`src/rtl/rv_g_pkg.sv`:
```
// Shared types and constants for the rv_g write-back path.
package rv_g_pkg;

    // Default register widths; the write-back payload is sized for the wider of the two.
    localparam int unsigned DefXlen = 64;
    localparam int unsigned DefFlen = 32;
    localparam int unsigned WbDataW = (DefFlen > DefXlen) ? DefFlen : DefXlen;

    // Destination address layout: bit 5 selects the F file, bits 4:0 index it.
    localparam int unsigned AddrW   = 6;
    localparam int unsigned FSelBit = 5;
    localparam logic [AddrW-1:0] AddrX0 = '0;

    // One buffered write-back request.
    typedef struct packed {
        logic [AddrW-1:0]   addr;
        logic [WbDataW-1:0] data;
    } wb_req_t;

    // F-register writes carry only flen meaningful bits; the upper bits are cleared.
    function automatic logic [WbDataW-1:0] wb_data_mask(
        input logic [AddrW-1:0]   addr,
        input logic [WbDataW-1:0] data,
        input int unsigned        flen
    );
        logic [WbDataW-1:0] keep;
        keep = {WbDataW{1'b1}} >> (WbDataW - flen);
        return addr[FSelBit] ? (data & keep) : data;
    endfunction

endpackage

```
`src/rtl/rv_g_wb_buf.sv`:
```
// Two-entry FIFO holding one execution unit's pending write-back results.
module rv_g_wb_buf
    import rv_g_pkg::*;
(
    input  logic    clk_i,
    input  logic    arst_ni,
    input  logic    push_i,
    input  logic    pop_i,
    input  wb_req_t data_i,
    output wb_req_t head_o,
    output logic    empty_o,
    output logic    ready_o
);

    logic [1:0] count_q, count_d;
    wb_req_t    ent0_q, ent0_d;
    wb_req_t    ent1_q, ent1_d;
    logic       ready_q, ready_d;
    logic       empty_q, empty_d;
    logic       do_push, do_pop;

    // Next-state: entry 0 is always the head, entry 1 shifts down on pop.
    always_comb begin
        count_d = count_q;
        ent0_d  = ent0_q;
        ent1_d  = ent1_q;
        do_push = push_i && (count_q != 2'd2);
        do_pop  = pop_i && (count_q != 2'd0);

        unique case ({do_push, do_pop})
            2'b10: begin
                if (count_q == 2'd0) ent0_d = data_i;
                else                 ent1_d = data_i;
                count_d = count_q + 2'd1;
            end
            2'b01: begin
                ent0_d  = ent1_q;
                count_d = count_q - 2'd1;
            end
            2'b11: begin
                // Only reachable with one entry: the new entry replaces the popped head.
                ent0_d = data_i;
            end
            default: ;
        endcase

        ready_d = (count_d != 2'd2);
        empty_d = (count_d == 2'd0);
    end

    // State register; ready and empty are kept as flops so neither is a combinational path.
    always_ff @(posedge clk_i or negedge arst_ni) begin
        if (!arst_ni) begin
            count_q <= 2'd0;
            ent0_q  <= '0;
            ent1_q  <= '0;
            ready_q <= 1'b1;
            empty_q <= 1'b1;
        end else begin
            count_q <= count_d;
            ent0_q  <= ent0_d;
            ent1_q  <= ent1_d;
            ready_q <= ready_d;
            empty_q <= empty_d;
        end
    end

    assign head_o  = ent0_q;
    assign empty_o = empty_q;
    assign ready_o = ready_q;

endmodule

```
`src/rtl/rv_g_wb_arbiter.sv`:
```
// Round-robin merge of execution-unit results onto the register-file write/unlock port.
module rv_g_wb_arbiter
    import rv_g_pkg::*;
#(
    parameter  int unsigned NUM_SRC = 4,
    parameter  int unsigned XLEN    = DefXlen,
    parameter  int unsigned FLEN    = DefFlen,
    localparam int unsigned MaxLen  = (FLEN > XLEN) ? FLEN : XLEN
) (
    input  logic                      clk_i,
    input  logic                      arst_ni,
    input  logic [NUM_SRC-1:0]        src_valid_i,
    input  logic [NUM_SRC*AddrW-1:0]  src_addr_i,
    input  logic [NUM_SRC*MaxLen-1:0] src_data_i,
    output logic [NUM_SRC-1:0]        src_ready_o,
    output logic                      wr_en_o,
    output logic [AddrW-1:0]          wr_addr_o,
    output logic [MaxLen-1:0]         wr_data_o,
    output logic                      busy_o
);

    localparam int unsigned IdxW = $clog2(NUM_SRC);

    logic [NUM_SRC-1:0] push, pop, empty, ready;
    wb_req_t            heads [NUM_SRC];

    logic [IdxW-1:0]    rr_q, rr_d;
    logic               wr_en_q, wr_en_d;
    logic [AddrW-1:0]   wr_addr_q, wr_addr_d;
    logic [MaxLen-1:0]  wr_data_q, wr_data_d;
    logic               busy_q, busy_d;

    logic [IdxW:0]      pick;
    logic               gnt_vld;
    logic [IdxW-1:0]    gnt_idx;
    logic [1:0]         cnt, cnt_nxt;

    // First requester at or after rr, wrapping; MSB of the result flags a grant.
    function automatic logic [IdxW:0] rr_pick(
        input logic [NUM_SRC-1:0] req,
        input logic [IdxW-1:0]    rr
    );
        logic            found;
        logic [IdxW-1:0] k;
        logic [IdxW-1:0] idx;
        found = 1'b0;
        k     = '0;
        for (int unsigned off = 0; off < NUM_SRC; off++) begin
            idx = IdxW'((32'(rr) + off) % NUM_SRC);
            if (!found && req[idx]) begin
                found = 1'b1;
                k     = idx;
            end
        end
        return {found, k};
    endfunction

    for (genvar i = 0; i < NUM_SRC; i++) begin : g_src
        wb_req_t req_in;
        assign req_in  = {src_addr_i[i*AddrW +: AddrW], src_data_i[i*MaxLen +: MaxLen]};
        assign push[i] = src_valid_i[i] & ready[i];

        rv_g_wb_buf u_buf (
            .clk_i   (clk_i),
            .arst_ni (arst_ni),
            .push_i  (push[i]),
            .pop_i   (pop[i]),
            .data_i  (req_in),
            .head_o  (heads[i]),
            .empty_o (empty[i]),
            .ready_o (ready[i])
        );
    end

    // Grant, pointer advance, output-register next values and busy look-ahead.
    always_comb begin
        rr_d      = rr_q;
        wr_en_d   = 1'b0;
        wr_addr_d = wr_addr_q;
        wr_data_d = wr_data_q;
        pop       = '0;
        busy_d    = 1'b0;
        cnt       = 2'd0;
        cnt_nxt   = 2'd0;

        pick    = rr_pick(~empty, rr_q);
        gnt_vld = pick[IdxW];
        gnt_idx = pick[IdxW-1:0];

        if (gnt_vld) begin
            pop[gnt_idx] = 1'b1;
            rr_d = (gnt_idx == IdxW'(NUM_SRC - 1)) ? '0 : gnt_idx + IdxW'(1);
            // x0 results are retired silently; they still consume the slot.
            if (heads[gnt_idx].addr != AddrX0) begin
                wr_en_d   = 1'b1;
                wr_addr_d = heads[gnt_idx].addr;
                wr_data_d = wb_data_mask(heads[gnt_idx].addr, heads[gnt_idx].data, FLEN);
            end
        end

        // Buffer occupancy is recovered from its empty/ready flops.
        for (int unsigned i = 0; i < NUM_SRC; i++) begin
            cnt     = empty[i] ? 2'd0 : (ready[i] ? 2'd1 : 2'd2);
            cnt_nxt = cnt + {1'b0, push[i]} - {1'b0, pop[i]};
            if (cnt_nxt != 2'd0) busy_d = 1'b1;
        end
        if (wr_en_d) busy_d = 1'b1;
    end

    // Pointer and registered write port.
    always_ff @(posedge clk_i or negedge arst_ni) begin
        if (!arst_ni) begin
            rr_q      <= '0;
            wr_en_q   <= 1'b0;
            wr_addr_q <= '0;
            wr_data_q <= '0;
            busy_q    <= 1'b0;
        end else begin
            rr_q      <= rr_d;
            wr_en_q   <= wr_en_d;
            wr_addr_q <= wr_addr_d;
            wr_data_q <= wr_data_d;
            busy_q    <= busy_d;
        end
    end

    assign src_ready_o = ready;
    assign wr_en_o     = wr_en_q;
    assign wr_addr_o   = wr_addr_q;
    assign wr_data_o   = wr_data_q;
    assign busy_o      = busy_q;

endmodule

```
`config.mk`:
```
export PLATFORM = sky130hd
export DESIGN_NAME = rv_g_wb_arbiter
export DESIGN_NICKNAME = d
export VERILOG_FILES = /design/src/rtl/rv_g_pkg.sv /design/src/rtl/rv_g_wb_buf.sv /design/src/rtl/rv_g_wb_arbiter.sv
export SDC_FILE = /design/constraint.sdc
export NUM_CORES = 1
export LEC_CHECK = 0
export BUFFER_PORTS_ARGS = -buffer_cell sky130_fd_sc_hd__clkbuf_2
export CORE_UTILIZATION = 34
export CTS_CLUSTER_DIAMETER = 50
export CTS_CLUSTER_SIZE = 8
export DETAILED_ROUTE_END_ITERATION = 12
export GPL_TIMING_DRIVEN = 0
export HOLD_SLACK_MARGIN = 0.12
export PLACE_DENSITY = 0.5
export SETUP_SLACK_MARGIN = 0.1
export SYNTH_ARGS = -nofsm -noshare
export SYNTH_HDL_FRONTEND = slang
export SYNTH_SLANG_ARGS = --single-unit
```
`constraint.sdc`:
```
create_clock -name clk_i -period 5.01 [get_ports clk_i]
set_input_delay 0 -clock clk_i [delete_from_list [all_inputs] [get_ports clk_i]]
set_output_delay 0 -clock clk_i [all_outputs]
set_load 0.02 [all_outputs]
```
==> out/qor.yml, run 1 <==
p_per_area_nw_per_um2: 775.2
ys_async_sr_fraction_pct: 100.0
place_inst: 4012
seq_area_frac_synth_pct: 54.23
antenna_found_initial: 13
drt-pass1-iter-count: 9
fmax_mhz: 217.8
finalClockSkew_ns: 0.01490
tritoncts: "done"
yosys-top-cells-area: "dfrtp_1, mux2_2, mux2i_1"
yosys_warnings: 0
die_x_um: 299.1
ios: 362
clk_latency_ns: 0.64
final_cell_mix: "dfrtp_1, mux2_2, clkbuf_2"
relSlewSlack_pct: 11.36
crit_fanout: 10
wirelength_um: 100400
globalplace.congestion: 0.8640
clock_sinks: 650
ant_nets: 0
final_common_cell: "dfrtp_1"
leakage_nw: 16.75
slowest_delay_ns: 0.64
die_h_um: 299.1
clk_pin_slew_ns: 0.05
arrival_ns: 5.09
critPathRequiredTime_ns: 5.51
drv_slew: 0
syn_nets: 2790
path_cells: "buf_4 -> nor2_1 -> o311ai_1 -> nand2_1 -> clkinv_1 -> clkbuf_1 -> o21ai_0 -> inv_1 -> ha_1 -> buf_1 -> mux2i_1 -> a21oi_1"
yosysTopAreaCell: "dfrtp_1"
ys_seq_elements: 650
irDropWorstVdd_v: 0.0003159
syn_area_per_cell_um2: 12.06
port_buffers: 361
initial_utilization_pct: 34.43
fin_cells: 4476
fill_cells: 8039
die_area_um2: 89460
clockBufferDepth: 3
crit_type: "flop to flop"
drcViolationCount: 0
synth_edf_count: 0
hold_path_class: "input port to flop"
rsz0062_at_grt: "false"
finalCritPeriodShare_pct: 91.66
setup_viol: 0
synth_top_area_share_pct: 53.53
vias: 23110
worstSetupStartpointType: "flop"
grt_pass1_vias: 24360
hpwl_um: 72520
h-tree-depth: 3
drt-vias-per-instance: 5.163
synth_cell_type_count: 59
postLayoutCellArea_um2: 39720
synth_area_um2: 30010
end_kind: "flop"
wl_per_cell_um: 22.43
status: "complete, no violations"
netlist_instances: 2488
placed_area_um2: 33490
syn2layout_area_growth_pct: 32.35
postCtsSetupRepairBufs: 0
fin_crit_ns: 4.592
hold_viol: 0
grt_max_degree: 118
numCtsBuffers: 103
grt.overflow.total: 0
cp_slowest_cell: "ha_1"
nNetsFinal: 3565
first_iter_violations: 1440
drive_above_1_share_pct: 32.02
core_um2: 87160
synth_ff_type: "dfrtp_1"
cts-root-buf: "clkbuf_16"
row_count: 108
max-cap-violations: 0
grt_pass1_wl_um: 151200
grt_usage_pct: 22.38
worstMarginPinSlew_ns: 1.321
[report_power, final]
group          total, W  switching [W]  internal, W
Clock           0.00664        0.00243      0.00421
Combinational    0.0144        0.00823      0.00618
Sequential      0.00974        0.00168      0.00807
Total            0.0308         0.0123       0.0185
[worst max-delay path, delay by kind of cell, from the launching register on]
family / cells / cell delay (ns)
AOI/OAI and AO/OA: 3 / 0.77
DFF: 1 / 0.54
buffers and inverters: 5 / 1.82
adders and majority gates: 1 / 0.64
muxes: 1 / 0.31
and+or+nand+nor: 2 / 0.37
[cell families (layout without fill, tap and decap cells)]
kind of cell             after synthesis  in the layout  share of synthesized area, %
XOR/XNOR                              20             20                        0.5837
AO/OA/AOI/OAI                        424            424                         10.96
AND/OR/NAND/NOR                      483            483                         7.179
other                                  0             11                             0
multiplexers                         630            630                         22.76
buffers and inverters                265           1087                         3.611
adder cells (fa/ha/maj)               16             16                        0.6671
flip-flops                           650            650                         54.23
[path summary, 6_finish.rpt]
kind,slack [ns],cells past startpoint,to,from
setup / recovery,0.42,12,g_src[2].u_buf.head_o[61]$_DFFE_PN0P_,g_src[0].u_buf.empty_o$_DFF_PN1_
hold / removal,0.16,3,g_src[3].u_buf.ent1_q[57]$_DFFE_PN0P_,src_data_i[249]
setup reg to reg,0.42,12,g_src[2].u_buf.head_o[61]$_DFFE_PN0P_,g_src[0].u_buf.empty_o$_DFF_PN1_
hold reg to reg,0.50,1,g_src[0].u_buf.ent1_q[12]$_DFFE_PN0P_,g_src[0].u_buf.ent1_q[12]$_DFFE_PN0P_
max in group asynchronous,3.32,5,g_src[2].u_buf.ent1_q[41]$_DFFE_PN0P_,arst_ni
min in group asynchronous,0.54,4,g_src[3].u_buf.ent1_q[22]$_DFFE_PN0P_,arst_ni
[synthesized netlist by cell type (25+ instances only)]
library cell    n
inv_1          61
nor4_1         33
a21oi_1       214
nand2_1        49
a21boi_0       33
nand4_1        33
nor2_1        296
and3_1         37
a222oi_1       66
dfrtp_1       642
mux2_2        420
mux2i_1       210
buf_2          25
o221ai_2       32
clkbuf_1      158
a221oi_2       29
[per-stage QoR]
step                hold slack (ns)  TNS (ns)  utilization [%]  worst slack, ns  power (W)
floorplan                   -0.2956         0                -            1.912    0.01925
global placement             0.2486  -7345.60            38.16           -11.48    0.02348
detailed placement          0.07650         0            38.43          0.04511    0.02405
CTS                          0.1209         0            45.53           0.2154    0.03104
global route                 0.1540         0            45.56           0.1030    0.03274
finish                       0.1557         0            45.57           0.4177    0.03079
[layout make-up]
cell class | count | area, µm² | area share [%]
clock buffer | 134 | 2962 | 7.457
inverter | 63 | 236.5 | 0.5954
clock inverter | 18 | 191.4 | 0.4820
sequential | 650 | 16280 | 40.98
timing repair buffer | 671 | 5047 | 12.71
antenna | 11 | 27.53 | 0.06931
tap | 1155 | 1445 | 3.639
multi-input combinational | 1573 | 12680 | 31.93
buffer | 201 | 850.8 | 2.142
[sequential cells by signal (all words and copies together) (netlist names)]
signal	count
g_src.u_buf.ready_o	4
rr_q	2
wr_en_o	1
wr_data_o	64
g_src.u_buf.count_q	8
busy_o	1
g_src.u_buf.empty_o	4
g_src.u_buf.head_o	280
wr_addr_o	6
g_src.u_buf.ent1_q	280
[layer usage]
layer  share of wire [%]  track usage (%)  wire length [µm]
met1                  43            29.38             43450
met2                  48            36.92             47910
met3                 5.8            3.994              5775
met4                 3.2            8.188              3216
met5               0.049                0                49
[what timing repair did]
action,CTS,global route
setup endpoints to repair,16,13
pin swaps,0,0
resized for setup,0,10
hold buffers,302,0
hold endpoints to repair,901,0
Note: power is estimated with default switching activity, not from simulation.
==> inputs of run 2 (changes only) <==
--- a/config.mk
+++ b/config.mk
@@ -15,4 +15,5 @@
 export PLACE_DENSITY = 0.5
 export SETUP_SLACK_MARGIN = 0.1
+export SLEW_MARGIN = 20
 export SYNTH_ARGS = -nofsm -noshare
 export SYNTH_HDL_FRONTEND = slang
==> constraint.sdc (replaced) <==
create_clock -name clk_i -period 5.01 [get_ports clk_i]
set_input_delay 0 -clock clk_i [delete_from_list [all_inputs] [get_ports clk_i]]
set_output_delay 0 -clock clk_i [all_outputs]
set_load 0.01 [all_outputs]
==> run 2 against run 1 <==
  * Clock power increased by 2%
  * Non-clock buffer count is 13 higher
  * Worst hold slack about the same
  * First-iteration DRC count increased by 18%
  * Final cell count rose by 0.25%
  * Cell area is 0.72% higher
  * Count of clock-buffer cells in the layout shrank 4
  * Combinational power about the same
  * Largest cell class unchanged
==> out/qor.yml, run 2 (synthesized netlist as in run 1, its figures left out) <==
worst_r2r_startpoint: "g_src[0].u_buf.empty_o$_DFF_PN1_"  # unchanged
hold_path_class: "input port to flop"  # unchanged
drcViolationCount: 0  # unchanged
syn2layout_area_growth_pct: 33.30  # was 32.35%
pre_cts_ws_ns: 0.04715  # was 0.04511 ns
reg2reg_to: "g_src[2].u_buf.head_o[55]$_DFFE_PN0P_"  # was g_src[2].u_buf.head_o[61]$_DFFE_PN0P_
port_buffers: 361  # unchanged
worstSetupStartpointType: "flop"  # unchanged
crit_type: "flop to flop"  # unchanged
h-tree-depth: 3  # unchanged
placed_area_um2: 33680  # was 33490 µm²
die_area_um2: 89460  # unchanged
die_x_um: 299.1  # unchanged
drt-pass1-iter-count: 9  # unchanged
hold_path_depth: 3  # unchanged
arrival_ns: 4.97  # was 5.09 ns
ios: 362  # unchanged
hold_path.startpoint: "src_data_i[89]"  # was src_data_i[249]
max-cap-violations: 0  # unchanged
finalCritPeriodShare_pct: 89.38  # was 91.66%
grt_pass1_wl_um: 151000  # was 151200 µm
tritoncts: "done"  # unchanged
relSlewSlack_pct: 23.38  # was 11.36%
crit_fanout: 10  # unchanged
finalClockSkew_ns: 0.02319  # was 0.01490 ns
grt_max_degree: 91  # was 118
clockBufferDepth: 3  # unchanged
fin_ws_ns: 0.5320  # was 0.4177 ns
clk_latency_ns: 0.65  # was 0.64 ns
drt-vias-per-instance: 5.176  # was 5.163
drt-met1-wl_um: 43530  # was 43450 µm
first_iter_violations: 1702  # was 1440
p_per_area_nw_per_um2: 772.7  # was 775.2 nW/µm²
cpMostUsedCell: "clkbuf_1"
final_cell_mix: "dfrtp_1, mux2_2, clkbuf_2"  # unchanged
clock_sinks: 650  # unchanged
die_h_um: 299.1  # unchanged
grt_usage_pct: 22.37  # was 22.38%
numCtsBuffers: 104  # was 103
critPathRequiredTime_ns: 5.50  # was 5.51 ns
ant_nets: 0  # unchanged
row_count: 108  # unchanged
clk_pin_slew_ns: 0.05  # about the same
wl_per_cell_um: 22.44  # was 22.43 µm
hpwl_um: 73600  # was 72520 µm
status: "complete, no violations"  # unchanged
antenna_found_initial: 12  # was 13
fin_util_pct: 45.90  # was 45.57%
wirelength_um: 100700  # was 100400 µm
wl_met2_um: 48600  # was 47910 µm
end_kind: "flop"  # unchanged
initial_utilization_pct: 34.43  # unchanged
core_um2: 87160  # unchanged
drv_slew: 0  # unchanged
grt.overflow.total: 0  # unchanged
nNetsFinal: 3579  # was 3565
slowest_delay_ns: 0.63  # was 0.64 ns
reg2reg_depth: 12  # unchanged
tns_ns: 0  # unchanged
grt_pass1_vias: 24410  # was 24360
fin_crit_ns: 4.478  # was 4.592 ns
setup_viol: 0  # unchanged
irDropWorstVdd_v: 0.0002946  # was 0.0003159 V
hold_viol: 0  # unchanged
globalplace.congestion: 0.8640  # unchanged
fin_cells: 4487  # was 4476
cts-root-buf: "clkbuf_16"  # unchanged
final_common_cell: "dfrtp_1"  # unchanged
vias: 23220  # was 23110
worstMarginPinSlew_ns: 1.149  # was 1.321 ns
path_cells: "buf_4 -> nor2_1 -> o311ai_1 -> nand2_1 -> clkinv_1 -> clkbuf_1 -> o21ai_0 -> inv_1 -> ha_2 -> clkbuf_1 -> mux2i_1 -> a21oi_1"  # was buf_4 -> nor2_1 -> o311ai_1 -> nand2_1 -> clkinv_1 -> clkbuf_1 -> o21ai_0 -> inv_1 -> ha_1 -> buf_1 -> mux2i_1 -> a21oi_1
leakage_nw: 16.88  # was 16.75 nW
fill_cells: 8124  # was 8039
postLayoutCellArea_um2: 40000  # was 39720 µm²
r2r_setup_slack_ns: 0.53  # was 0.42 ns
fmax_mhz: 223.3  # was 217.8 MHz
drive_above_1_share_pct: 32.16  # was 32.02%
wl_met3_um: 5885  # was 5775 µm
place_inst: 4019  # was 4012
rsz0062_at_grt: "false"  # unchanged
min_to: "g_src[1].u_buf.ent1_q[25]$_DFFE_PN0P_"  # was g_src[3].u_buf.ent1_q[57]$_DFFE_PN0P_
cp_slowest_cell: "clkbuf_1"  # was ha_1
highest_layer: "met5"  # unchanged
run 2: changes by cell type in the layout (fill, tap and decap cells not counted), moves of 2 or more:
cell | previous run | this run
buf_16 | 7 | 11
clkinv_2 | 10 | 7
dlygate4sd3_1 | 301 | 308
bufinv_16 | 3 | 9
inv_6 | 0 | 2
clkinvlp_4 | 3 | 1
clkinv_4 | 1 | 3
clkbuf_2 | 367 | 370
clkbuf_16 | 109 | 106
diode_2 | 11 | 8
clkbuf_8 | 15 | 11
run 2: layout make-up:
cell class	instances	area (µm²)	share of cell area (%)
multi-input combinational	1573	12700	31.75
clock buffer	130	2843	7.106
inverter	63	236.5	0.5911
sequential	650	16280	40.68
antenna	8	20.02	0.05004
clock inverter	23	372.9	0.9320
timing repair buffer	684	5254	13.13
buffer	201	854.6	2.136
tap	1155	1445	3.612
run 2: timing repair:
action                                  in CTS  in global routing
endpoints found under the setup margin      16                 53
hold endpoints to repair                   829                  0
resized for setup                            0                 11
pin swaps                                    0                  0
setup buffers                                0                  0
hold buffers                               308                  0
run 2: how the worst max path moves through the flow:
stage / startpoint / to / slack, ns / cells after the start
after floorplan: g_src[0].u_buf.empty_o$_DFF_PN1_ / g_src[2].u_buf.head_o[0]$_DFFE_PN0P_ / 1.91 / 13
after global placement: arst_ni / g_src[0].u_buf.ent1_q[54]$_DFFE_PN0P_ / -11.48 / 1
after detailed placement: g_src[0].u_buf.empty_o$_DFF_PN1_ / g_src[2].u_buf.head_o[47]$_DFFE_PN0P_ / 0.05 / 13
after CTS: g_src[0].u_buf.empty_o$_DFF_PN1_ / g_src[2].u_buf.head_o[47]$_DFFE_PN0P_ / 0.18 / 12
after global routing: g_src[0].u_buf.empty_o$_DFF_PN1_ / g_src[2].u_buf.head_o[55]$_DFFE_PN0P_ / 0.30 / 12
final: g_src[0].u_buf.empty_o$_DFF_PN1_ / g_src[2].u_buf.head_o[55]$_DFFE_PN0P_ / 0.53 / 12
run 2: worst max-delay path, delay by kind of cell (launching register included):
kind	cells	cell delay (ns)
buffers and inverters	5	1.80
flip-flops	1	0.54
adder cells (fa/ha/maj)	1	0.47
AO/OA/AOI/OAI	3	0.80
multiplexers	1	0.33
AND/OR/NAND/NOR	2	0.38
run 2: layer usage:
layer / up-vias / track usage [%]
li1: 10580 / -
met1: 11790 / 29.53
met2: 696 / 37.03
met3: 148 / 4.262
met4: 8 / 7.046
met5: - / 0
run 2: where the power goes:
part           switching, W  leakage, nW  internal, W
clock network       0.00242         1.58      0.00438
registers           0.00167         7.55      0.00807
logic               0.00810         7.75      0.00627
run 2: stage by stage:
step / hold slack (ns) / power, W
after floorplan: -0.2956 / 0.01907
after global placement: 0.2486 / 0.02330
after detailed placement: -0.1707 / 0.02399
after CTS: 0.1201 / 0.03116
after global routing: 0.1404 / 0.03286
final: 0.1558 / 0.03091
==> inputs of run 3 (changes only) <==
Clock period 5.01 ns to 4.65 ns, I/O delays scaled along.
==> run 3 against run 2 <==
  * Sequential power grew 8%
  * Via count shrank 0.16%
  * Worst hold slack about the same
  * Count of clock-buffer cells in the layout stayed put
  * Largest power group unchanged
==> out/qor.yml, run 3 (synthesized netlist as in run 1, its figures left out) <==
hold_path.startpoint: "src_data_i[247]"  # was src_data_i[89]
die_x_um: 299.1  # unchanged
cp_slowest_cell: "clkbuf_1"  # unchanged
grt_max_degree: 91  # unchanged
antenna_found_initial: 12  # unchanged
power_w: 0.03330  # was 0.03091 W
vias: 23190  # was 23220
whs_ns: 0.1553  # was 0.1558 ns
final_cell_mix: "dfrtp_1, mux2_2, clkbuf_2"  # unchanged
crit_fanout: 10  # unchanged
max-cap-violations: 0  # unchanged
initial_utilization_pct: 34.43  # unchanged
nNetsFinal: 3578  # was 3579
leakage_nw: 16.89  # was 16.88 nW
end_kind: "flop"  # unchanged
port_buffers: 361  # unchanged
clk_pin_slew_ns: 0.05  # about the same
ant_nets: 0  # unchanged
wl_per_cell_um: 22.47  # was 22.44 µm
drt-vias-per-instance: 5.167  # was 5.176
drcViolationCount: 0  # unchanged
status: "complete, no violations"  # unchanged
first_iter_violations: 1765  # was 1702
path_delay_family: "buffers and inverters"  # unchanged
path_cells: "buf_2 -> and2_1 -> o21ai_0 -> a21oi_1 -> a21boi_0 -> ha_1 -> clkbuf_1 -> clkbuf_1 -> mux2_2 -> mux2_2"  # was buf_4 -> nor2_1 -> o311ai_1 -> nand2_1 -> clkinv_1 -> clkbuf_1 -> o21ai_0 -> inv_1 -> ha_2 -> clkbuf_1 -> mux2i_1 -> a21oi_1
drt-pass1-iter-count: 8  # was 9
hpwl_um: 73600  # unchanged
rsz0062_at_grt: "false"  # unchanged
die_h_um: 299.1  # unchanged
relSlewSlack_pct: 24.33  # was 23.38%
ios: 362  # unchanged
clock_sinks: 650  # unchanged
cts-root-buf: "clkbuf_16"  # unchanged
die_area_um2: 89460  # unchanged
fmax_mhz: 233.1  # was 223.3 MHz
slowest_delay_ns: 0.84  # was 0.63 ns
postCtsSetupRepairBufs: 0  # unchanged
drv_slew: 0  # unchanged
tritoncts: "done"  # unchanged
hold_viol: 0  # unchanged
critPathRequiredTime_ns: 5.15  # was 5.50 ns
clk_latency_ns: 0.65  # about the same
h-tree-depth: 3  # unchanged
critPathLaunch: "g_src[1].u_buf.empty_o$_DFF_PN1_"  # was g_src[0].u_buf.empty_o$_DFF_PN1_
wirelength_um: 100800  # was 100700 µm
syn2layout_area_growth_pct: 33.32  # was 33.30%
grt_pass1_wl_um: 151000  # unchanged
worstSetupStartpointType: "flop"  # unchanged
finalClockSkew_ns: 0.02519  # was 0.02319 ns
core_um2: 87160  # unchanged
final_common_cell: "dfrtp_1"  # unchanged
fill_cells: 8127  # was 8124
worstMarginPinSlew_ns: 1.127  # was 1.149 ns
irDropWorstVdd_v: 0.0003181  # was 0.0002946 V
drive_above_1_share_pct: 32.29  # was 32.16%
numCtsBuffers: 104  # unchanged
arrival_ns: 4.79  # was 4.97 ns
grt_usage_pct: 22.37  # unchanged
worst_r2r_startpoint: "g_src[1].u_buf.empty_o$_DFF_PN1_"  # was g_src[0].u_buf.empty_o$_DFF_PN1_
row_count: 108  # unchanged
crit_type: "flop to flop"  # unchanged
p_per_area_nw_per_um2: 832.3  # was 772.7 nW/µm²
clockBufferDepth: 3  # unchanged
globalplace.congestion: 0.8640  # unchanged
setup_viol: 0  # unchanged
grt.overflow.total: 0  # unchanged
fin_crit_ns: 4.291  # was 4.478 ns
grt_pass1_vias: 24410  # unchanged
hold_path_class: "input port to flop"  # unchanged
crit_buf_inv: 3  # was 5
finalCritPeriodShare_pct: 92.27  # was 89.38%
==> run 3: final timing paths <==
kind / endpoint / slack, ns / cells past startpoint
worst max-delay path: g_src[0].u_buf.head_o[19]$_DFFE_PN0P_ / 0.36 / 10
worst min-delay path: g_src[3].u_buf.ent1_q[55]$_DFFE_PN0P_ / 0.16 / 3
worst max register to register: g_src[0].u_buf.head_o[19]$_DFFE_PN0P_ / 0.36 / 10
worst min register to register: g_src[0].u_buf.ent1_q[12]$_DFFE_PN0P_ / 0.49 / 1
max in group asynchronous: g_src[0].u_buf.ready_o$_DFF_PN1_ / 2.11 / 7
min in group asynchronous: g_src[1].u_buf.ent1_q[15]$_DFFE_PN0P_ / 0.41 / 3
==> run 3: report_power, final <==
part	switching, W	internal (W)	leakage [nW]
clock network	0.00261	0.00472	1.58
logic	0.00872	0.00676	7.76
registers	0.00180	0.00869	7.55
total	0.0131	0.0202	16.9
==> run 3: final cells by class <==
cell class                 instances  area, µm²  area share (%)
clock buffer                     130       2843           7.105
tap                             1155       1445           3.612
clock inverter                    23      372.9          0.9319
timing repair buffer             684       5254           13.13
antenna                            9      22.52         0.05629
sequential                       650      16280           40.68
buffer                           200      855.8           2.139
multi-input combinational       1573      12700           31.75
inverter                          63      236.5          0.5911
==> run 3: per-stage QoR <==
step	setup TNS [ns]	util (%)	std cells	setup WS, ns	area (µm²)
final	0	45.90	4487	0.3595	40010
after global routing	0	45.90	4485	0.1251	40000
after CTS	0	45.87	4479	0.1427	39980
after detailed placement	-13.94	38.64	4019	-0.3129	33680
after global placement	-7598.02	38.16	4004	-11.84	33260
after floorplan	0	-	2488	1.552	30010
==> run 3: worst reg2reg max path, cell delays in order, from the launching register on <==
cell      delay [ns]
dfstp_2         0.57
buf_2           0.23
and2_1          0.20
o21ai_0         0.10
a21oi_1         0.26
a21boi_0        0.44
ha_1            0.24
clkbuf_1        0.84
clkbuf_1        0.60
mux2_2          0.41
mux2_2          0.27
==> run 3: what timing repair did <==
action / CTS / global route
setup endpoints to repair: 70 / 92
endpoints found under the hold margin: 829 / 0
hold buffers: 308 / 0
gates resized for setup: 2 / 16
pin swaps: 0 / 0
==> run 3: routing by layer <==
| metal | wire [µm] | part of all wire (%) | vias up | GRT usage (%) |
|---|---|---|---|---|
| li1 | - | - | 10570 | - |
| met1 | 43360 | 43 | 11740 | 29.53 |
| met2 | 48700 | 48 | 724 | 37.03 |
| met3 | 6191 | 6.1 | 140 | 4.262 |
| met4 | 2537 | 2.5 | 8 | 7.046 |
| met5 | 40 | 0.040 | - | 0 |
